`src/rtl/nes_clk_pkg.sv`:
```
// Shared types and constants for the NES master-clock sequencer.
package nes_clk_pkg;
  typedef enum logic [1:0] {ST_PAUSED, ST_RUN, ST_DRAIN, ST_STEP} nes_state_e;

  localparam int NES_CPU_DIV = 12;
  localparam int NES_PPU_DIV = 4;
  localparam int PHASE_W     = 4;
endpackage

```
`src/rtl/nes_ce_gen.sv`:
```
// Master phase counter with registered cpu/ppu/apu enable decode.
// NES_APU_CE_EN adds the apu_ce divide-by-two toggle; otherwise apu_ce is 0.
module nes_ce_gen
  import nes_clk_pkg::*;
#(
  parameter int CPU_DIV   = NES_CPU_DIV,
  parameter int PPU_DIV   = NES_PPU_DIV,
  parameter int PPU_PHASE = 0
) (
  input  logic               clk,
  input  logic               reset,
  input  logic               advance,
  output logic [PHASE_W-1:0] phase,
  output logic               cpu_ce,
  output logic               ppu_ce,
  output logic               apu_ce
);
  localparam logic [PHASE_W-1:0] LAST = PHASE_W'(CPU_DIV - 1);
  localparam logic [PHASE_W-1:0] PDIV = PHASE_W'(PPU_DIV);
  localparam logic [PHASE_W-1:0] POFF = PHASE_W'(PPU_PHASE);

  logic [PHASE_W-1:0] phase_q, phase_d;
  logic               cpu_ce_q, cpu_ce_d;
  logic               ppu_ce_q, ppu_ce_d;

  // Strobes decode the phase being left, so they land one cycle after it.
  always_comb begin
    phase_d  = phase_q;
    cpu_ce_d = 1'b0;
    ppu_ce_d = 1'b0;
    if (advance) begin
      phase_d  = (phase_q == LAST) ? '0 : phase_q + PHASE_W'(1);
      cpu_ce_d = (phase_q == LAST);
      ppu_ce_d = ((phase_q % PDIV) == POFF);
    end
  end

  always_ff @(posedge clk) begin
    if (reset) begin
      phase_q  <= '0;
      cpu_ce_q <= 1'b0;
      ppu_ce_q <= 1'b0;
    end else begin
      phase_q  <= phase_d;
      cpu_ce_q <= cpu_ce_d;
      ppu_ce_q <= ppu_ce_d;
    end
  end

`ifdef NES_APU_CE_EN
  logic apu_tog_q, apu_tog_d;
  logic apu_ce_q, apu_ce_d;

  // Toggle flips on each cpu_ce, so the first apu_ce rides the 2nd cpu_ce.
  always_comb begin
    apu_tog_d = apu_tog_q ^ cpu_ce_d;
    apu_ce_d  = cpu_ce_d & apu_tog_q;
  end

  always_ff @(posedge clk) begin
    if (reset) begin
      apu_tog_q <= 1'b0;
      apu_ce_q  <= 1'b0;
    end else begin
      apu_tog_q <= apu_tog_d;
      apu_ce_q  <= apu_ce_d;
    end
  end

  assign apu_ce = apu_ce_q;
`else
  assign apu_ce = 1'b0;
`endif

  assign phase  = phase_q;
  assign cpu_ce = cpu_ce_q;
  assign ppu_ce = ppu_ce_q;
endmodule

```
`src/rtl/nes_clock_sequencer.sv`:
```
// NES master-clock scheduler: run/pause/step FSM over nes_ce_gen, plus CPU cycle counter.
// Optional apu_ce generation is enabled with NES_APU_CE_EN.
module nes_clock_sequencer
  import nes_clk_pkg::*;
#(
  parameter int CPU_DIV   = NES_CPU_DIV,
  parameter int PPU_DIV   = NES_PPU_DIV,
  parameter int PPU_PHASE = 0,
  parameter int CNT_W     = 32
) (
  input  logic               clk,
  input  logic               reset,
  input  logic               run_req,
  input  logic               step_req,
  output logic               step_ack,
  output logic               paused,
  output logic               cpu_ce,
  output logic               ppu_ce,
  output logic               apu_ce,
  output logic [PHASE_W-1:0] phase,
  output logic [CNT_W-1:0]   cpu_cycle_cnt
);
  localparam logic [PHASE_W-1:0] LAST = PHASE_W'(CPU_DIV - 1);

  nes_state_e       state_q, state_d;
  logic             step_ack_q, step_ack_d;
  logic             paused_q, paused_d;
  logic [CNT_W-1:0] cnt_q, cnt_d;
  logic             advance;
  logic             at_zero, at_last;

  nes_ce_gen #(
    .CPU_DIV  (CPU_DIV),
    .PPU_DIV  (PPU_DIV),
    .PPU_PHASE(PPU_PHASE)
  ) u_ce_gen (
    .clk    (clk),
    .reset  (reset),
    .advance(advance),
    .phase  (phase),
    .cpu_ce (cpu_ce),
    .ppu_ce (ppu_ce),
    .apu_ce (apu_ce)
  );

  assign at_zero = (phase == '0);
  assign at_last = (phase == LAST);

  always_comb begin
    state_d = state_q;
    advance = 1'b0;
    case (state_q)
      ST_PAUSED: begin
        if (run_req)       state_d = ST_RUN;
        else if (step_req) state_d = ST_STEP;
      end
      ST_RUN: begin
        // Pausing on a boundary stops immediately; otherwise drain to the boundary.
        advance = run_req | ~at_zero;
        if (!run_req) state_d = at_zero ? ST_PAUSED : ST_DRAIN;
      end
      ST_DRAIN: begin
        advance = 1'b1;
        if (run_req)      state_d = ST_RUN;
        else if (at_last) state_d = ST_PAUSED;
      end
      ST_STEP: begin
        advance = 1'b1;
        if (at_last) state_d = run_req ? ST_RUN : ST_PAUSED;
      end
      default: state_d = ST_PAUSED;
    endcase
    step_ack_d = (state_q == ST_STEP) && at_last;
    paused_d   = (state_d == ST_PAUSED);
    cnt_d      = cnt_q + CNT_W'(cpu_ce);
  end

  always_ff @(posedge clk) begin
    if (reset) begin
      state_q    <= ST_PAUSED;
      step_ack_q <= 1'b0;
      paused_q   <= 1'b1;
      cnt_q      <= '0;
    end else begin
      state_q    <= state_d;
      step_ack_q <= step_ack_d;
      paused_q   <= paused_d;
      cnt_q      <= cnt_d;
    end
  end

  assign step_ack      = step_ack_q;
  assign paused        = paused_q;
  assign cpu_cycle_cnt = cnt_q;
endmodule

```
`config.mk`:
```
export PLATFORM = sky130hd
export DESIGN_NAME = nes_clock_sequencer
export DESIGN_NICKNAME = d
export VERILOG_FILES = /design/src/rtl/nes_clk_pkg.sv /design/src/rtl/nes_ce_gen.sv /design/src/rtl/nes_clock_sequencer.sv
export SDC_FILE = /design/constraint.sdc
export NUM_CORES = 1
export LEC_CHECK = 0
export ABC_AREA = 1
export ABC_CLOCK_PERIOD_IN_PS = 1500
export BUFFER_PORTS_ARGS = -buffer_cell sky130_fd_sc_hd__buf_2
export CAP_MARGIN = 40
export CORE_ASPECT_RATIO = 0.6
export CORE_MARGIN = 1
export CORE_UTILIZATION = 26
export DETAILED_ROUTE_END_ITERATION = 8
export HOLD_SLACK_MARGIN = 0.12
export PLACE_DENSITY = 0.55
export SLEW_MARGIN = 30
export SYNTH_ARGS = -nofsm -noshare
export SYNTH_HDL_FRONTEND = slang
export SYNTH_SLANG_ARGS = --single-unit
```
`constraint.sdc`:
```
create_clock -name clk -period 1.5 [get_ports clk]
set_input_delay 0.15 -clock clk [delete_from_list [all_inputs] [get_ports clk]]
set_output_delay 0.15 -clock clk [all_outputs]
set_load 0.01 [all_outputs]
```
**Yosys cells after proc, flatten, opt, wreduce, memory -nomap -nowiden**

Cells that the tools add are included.
Widths: inputs -> output; s select.

- Flip-flop bits (word level): 42
- Latch bits: 0
- Memory bits (writable): 0
- Memory bits (read-only): 0
- Bits of input ports: 4
- Output and inout port bits: 41
- Word-level logic and storage cells: 34
- Memories: 0

- Add/sub/neg operators: 2
- Multipliers: 0
- Div/mod/pow operators: 0
- $lt $le $gt $ge: 0
- Equal/unequal tests: 4
- Shift operators: 0
- Mux-type cells: 11
- Bitwise logic cells: 3
- Reductions and logical operators: 7

Operators by type and width:

| operator | count |
|---|---|
| $add 32x1->32 | 1 |
| $mux 2 | 7 |
| $logic_not 4->1 | 2 |
| $pmux 2 s4 | 1 |
| $add 4x1->4 const B | 1 |
| $eq 2x2->1 const B | 2 |
| $eq 4x4->1 const B | 1 |
| $logic_not 2->1 | 2 |
| $mux 4 | 1 |
| $reduce_or 2->1 | 2 |
| $eq 2x1->1 const B | 1 |
| $not 1->1 | 2 |
| $pmux 1 s2 | 1 |
| $logic_and 1x1->1 | 1 |
| $mux 1 | 1 |
| $or 1x1->1 | 1 |

**Depth between registers and ports, before layout**

- Depth in word-level cells: 6
- Mapped depth: 11
- Mapped depth without buffers: 11

**By module**

A second synthesis with hierarchy kept.

- Cells, all modules: 340
- Area, all modules: 2227.1 um^2

By module, submodules not included:

| module | instances | cells an instance | area each (um^2) | sequential area each (um^2) |
|---|---|---|---|---|
| nes_clock_sequencer | 1 | 304 | 1956.9 | 720.7 |
| nes_ce_gen | 1 | 36 | 270.3 | 120.1 |

**Worst setup path after synthesis**

OpenSTA, ideal clock, no wires.

- Path kind: register -> register
- Start point: register u_ce_gen.cpu_ce_q (netlist: u_ce_gen.cpu_ce)
- End point: register cnt_q[20] (netlist: cpu_cycle_cnt[20])
- Library setup time: 0.113 ns
- Data arrival time: 1.427 ns
- Required time: 1.387 ns
- Slack: -0.040 ns
- Cell stages (with the launch flop): 10
- Buffers on the path: 0
- Clock period less this slack: 1.540 ns
- Path through: dfxtp_1 ha_1 ha_1 nand3_2 nor2_4 nand3_2 nor2_1 nand2_1 nand2_1 nor2_1

- Longest elaborated chain between the ends: 1

RTL lines:

| what | RTL line | text |
|---|---|---|
| start, declared | nes_ce_gen.sv:23 | `logic cpu_ce_q, cpu_ce_d;` |
| start signal, assigned | nes_ce_gen.sv:45 | `cpu_ce_q <= cpu_ce_d;` |
| $add 32x1->32 | nes_clock_sequencer.sv:75 | `cnt_d = cnt_q + CNT_W'(cpu_ce);` |
| end signal, assigned | nes_clock_sequencer.sv:88 | `cnt_q <= cnt_d;` |
| end, declared | nes_clock_sequencer.sv:28 | `logic [CNT_W-1:0] cnt_q, cnt_d;` |

Every way passes these cells.
A chain may end at the register's enable or synchronous reset.

**Worst setup path after layout**

- Start point: register cnt_q[0] (netlist: cpu_cycle_cnt[0])
- End point: register cnt_q[17] (netlist: cpu_cycle_cnt[17])

- Longest elaborated chain between the ends: 1

RTL lines:

| what | RTL line |
|---|---|
| $add 32x1->32 | nes_clock_sequencer.sv:75 |

Every way passes these cells.

==> results.md <==
Finish:
- The multi-input combinational cells in the finished layout cover a total of 0.00127 sq mm.
- The net count of the finished layout is 411.
- The most common cell after layout, fill and taps aside is sky130_fd_sc_hd__nand2_1.
- The number of fillers in the final layout is 899.
- In the layout the commonest cells are sky130_fd_sc_hd__nand2_1, sky130_fd_sc_hd__nor2_1, sky130_fd_sc_hd__buf_2.
- The summed area of non-filler cells in the final layout is 0.00294 sq mm.
- The number of antenna diodes is 0.
- Of the cells placed in the final design, the portion with a size suffix greater than 1 is 0.270.
- Compared with the post-synthesis result, the final layout area differs by 34.6%.
- Summing all flip-flop and latch instances after layout gives 851 sq um.

Routing:
- The remaining routing DRC violations is 0.
- The detailed router's first-iteration violation count is 138.
- In the final routed layout, each cell accounts on average for 13.0 microns.
- The number of iterations in the first detailed-routing pass is 4.
- The vias per cell is 4.62.
- The total via count in the routed design is 2360.
- For this block, the routed nets add up to 6650 microns of wire.
- The count of nets left with antenna violations once routing finished came out at 0.

Global routing:
- After global routing, the most crowded layer is met1.
- For this run, global-route usage on met2 was measured as 0.214.
- The global-route track usage on met1 is 0.253.
- For this run the aggregate overflow at the end of global routing stands at 0.
- The first global-routing pass estimated 10700 microns of wire.
- The number of global-route vias before repair came to 2064.
- In the global route stage, overall resource usage came out at 0.161.
- The maximum number of pins on one net before global-route repair is 33.
- For met3 alone, demand over resource in global routing was 0.0367.
- The initial antenna violation count is 0.

Timing:
- The time the final worst path needs with I/O delays and setup is 1420 ps.
- The final hold violation count is 0.
- In the finished design, the share of the clock period the worst path needs comes to 0.946.
- For the final database, setup skew stands at 9.36 ps.
- Based on the critical path, the design can be clocked at up to 705 MHz.
- The final-report max-slew violation count is 0.
- The total of endpoints with negative setup slack in the final report is 0.
- The post-layout worst setup margin is 81.1 ps.

Floorplan:
- The die is 120 microns wide.
- The height of the die is 73.0 microns.
- The area inside the core boundary is 0.00801 sq mm.
- The die covers 0.00879 sq mm.
- During I/O placement, the number of pins put on the boundary was 45.
- The initial utilization of the core area, before any placement, comes to 0.273.
- The count of standard-cell rows is 25.

Status:
- The run finished with clean final reports.

Clock tree:
- The clock latency of the later-clocked register in the worst-skew pair is 290 ps.
- The total CTS buffers is 5.
- In this run, post-CTS hold repair placed 0 buffers.
- The clock drives 42 sinks.
- The clock slew seen by the registers of the worst setup and hold paths is 60 ps.
- The H-tree was split into 2 levels.
- The clock tree from TritonCTS is yes.
- The clock passes through at most 2 buffers.
- The cell at the root of the clock tree is sky130_fd_sc_hd__clkbuf_16.

Placed design:
- The weighted congestion reported at the end of routability-driven placement is 0.849.
- The placed instances occupy a cell area of 0.00266 sq mm.
- Prior to clock tree synthesis, the placed netlist has a worst setup slack of 5.16 ps.
- After legalization and detailed placement, the total HPWL measured 5140 microns.
- Port buffering added 43 buffers.

Setup path:
- For the worst setup path, the data arrival time is 1600 ps.
- Along the worst path, the maximum fanout reaches 5.
- The largest individual stage delay along the critical path comes from the cell sky130_fd_sc_hd__dfxtp_2.
- For this run, the slowest stage of the critical path takes 350 ps.
- The signal on the critical path passes through ha_4 -> buf_4 -> inv_1 -> nor2_4 -> nand2_4 -> nor2_2 -> nand3_1 -> nand2_1 -> nor2_1.
- The startpoint class of the critical path is a register.
- The kind of capture point of the worst setup path is a register.
- The data required time at the worst endpoint is 1680 ps.
- The worst setup path is of the reg2reg kind.

Synthesis:
- The number of distinct library cell variants in the gate-level netlist after synthesis is 28.
- Of the synthesized area, sequential elements account for 0.385.
- The most used flip-flop cell after synthesis is sky130_fd_sc_hd__dfxtp_1.
- By area the synthesized netlist is led by sky130_fd_sc_hd__dfxtp_1, sky130_fd_sc_hd__nand2_1, sky130_fd_sc_hd__nor2_1.
- The mapped netlist covers 0.00219 sq mm.
- The portion of synthesized cell area occupied by the leading cell type is 0.385.
- The number of synthesized register bits is 42.
- The average size of a mapped cell is 6.49 sq um.
- Of all cell types, the one taking the most synthesized area is sky130_fd_sc_hd__dfxtp_1.
- The number of nets produced by synthesis is 345.
- The fraction of synthesis flops using an asynchronous set or reset pin is 0.
- In the synthesized netlist, the number of instances is 337.
- The number of synthesized flops with an enable pin is 0.
- The synthesis warning total is 0.

Power and ir drop:
- The relative contribution of combinational cells to total power is 0.067.
- The proportion of total power due to net switching is 0.220.
- The net load switching power is 0.000569 W.
- The share of total power dissipated in sequential elements is 0.447.
- The maximum VDD drop is 0.000348 V.
- Internal power comes to 0.00202 W.
- The overall power of the completed layout is 0.00259 W.
- Summed over all cells, the static leakage comes to 1.09 nW.
- In this run the power density over the cells is 879 mW/mm^2.
- Of the total power, the clock network draws 0.486.

Job:
- Across the run, the number of max-cap violations was 0.

Min path:
- The type of the worst min-delay path is in2reg.
-- layer usage --
metal / up-vias / wire, microns
li1: 1197 / -
met1: 1076 / 3660
met2: 82 / 2530
met3: 5 / 413
met4: 0 / 47
met5: - / 0
-- per-stage QoR --
stage           util  hold slack, ps  cells  TNS, ps
6_report       0.368             232    511        0
5_1_grt        0.368             261    511    -80.9
4_1_cts        0.353             230    508        0
3_5_place_dp   0.332             473    501        0
3_3_place_gp   0.332             458    501        0
2_1_floorplan      -             348    337        0
-- state kept, by name, summed over array words and instances (netlist names) --
name / flops
cpu_cycle_cnt: 32
u_ce_gen.phase: 4
state_q: 2
paused: 1
step_ack: 1
u_ce_gen.cpu_ce: 1
u_ce_gen.ppu_ce: 1
-- Yosys cell counts (3+ instances only) --
cell type	number
sky130_fd_sc_hd__nor2_4	4
sky130_fd_sc_hd__o21a_1	3
sky130_fd_sc_hd__o21ai_0	8
sky130_fd_sc_hd__ha_1	4
sky130_fd_sc_hd__nor3_1	4
sky130_fd_sc_hd__xor2_1	3
sky130_fd_sc_hd__a21oi_1	27
sky130_fd_sc_hd__nor2_2	4
sky130_fd_sc_hd__clkbuf_1	4
sky130_fd_sc_hd__nand2_1	95
sky130_fd_sc_hd__dfxtp_1	42
sky130_fd_sc_hd__nor2_1	62
sky130_fd_sc_hd__nand3_1	24
sky130_fd_sc_hd__inv_1	35
-- logic make-up after synthesis --
| kind of cell | count (synthesis) | share of synthesized area |
|---|---|---|
| adder cells (fa/ha/maj) | 4 | 0.0229 |
| AO/OA/AOI/OAI | 42 | 0.104 |
| XOR/XNOR | 5 | 0.0200 |
| flip-flops | 42 | 0.385 |
| buffers and inverters | 43 | 0.0756 |
| AND/OR/NAND/NOR | 200 | 0.392 |
| other | 1 | 0.00172 |
-- critical path: cells and delay by family, from the launching register on --
family,cells,cell delay (ps)
flip-flops,1,350
adder cells (fa/ha/maj),1,150
AND/OR/NAND/NOR,6,600
buffers and inverters,2,200
-- repair_timing --
action                                  CTS  global route
gates resized for setup                   0            27
endpoints found under the setup margin    0            31
setup buffers                             0             3
-- cell type report --
type	count	area share
multi-input cells	252	0.432
clock inverters	1	0.0102
flip-flops and latches	42	0.289
repair buffers	64	0.127
inverters	38	0.0485
well taps	108	0.0459
clock buffers	6	0.0472
-- worst paths after layout --
check	from	end	slack, ps	depth (start not counted)
max reg2reg	cpu_cycle_cnt[0]$_SDFF_PP0_	cpu_cycle_cnt[17]$_SDFF_PP0_	80	9
min reg2reg	cpu_cycle_cnt[31]$_SDFF_PP0_	cpu_cycle_cnt[31]$_SDFF_PP0_	480	2
min	step_req	state_q[0]$_SDFF_PP0_	230	3
max	cpu_cycle_cnt[0]$_SDFF_PP0_	cpu_cycle_cnt[17]$_SDFF_PP0_	80	9
-- power by group through the flow --
stage / Clock (W) / Combinational [W] / Sequential, W
after floorplan: 0 / 0.0000946 / 0.00119
after global placement: 0 / 0.000155 / 0.00118
after detailed placement: 0 / 0.000159 / 0.00118
after CTS: 0.00129 / 0.000159 / 0.00116
after global routing: 0.00133 / 0.000197 / 0.00116
final: 0.00126 / 0.000173 / 0.00116
(Power assumes the default switching activity.)
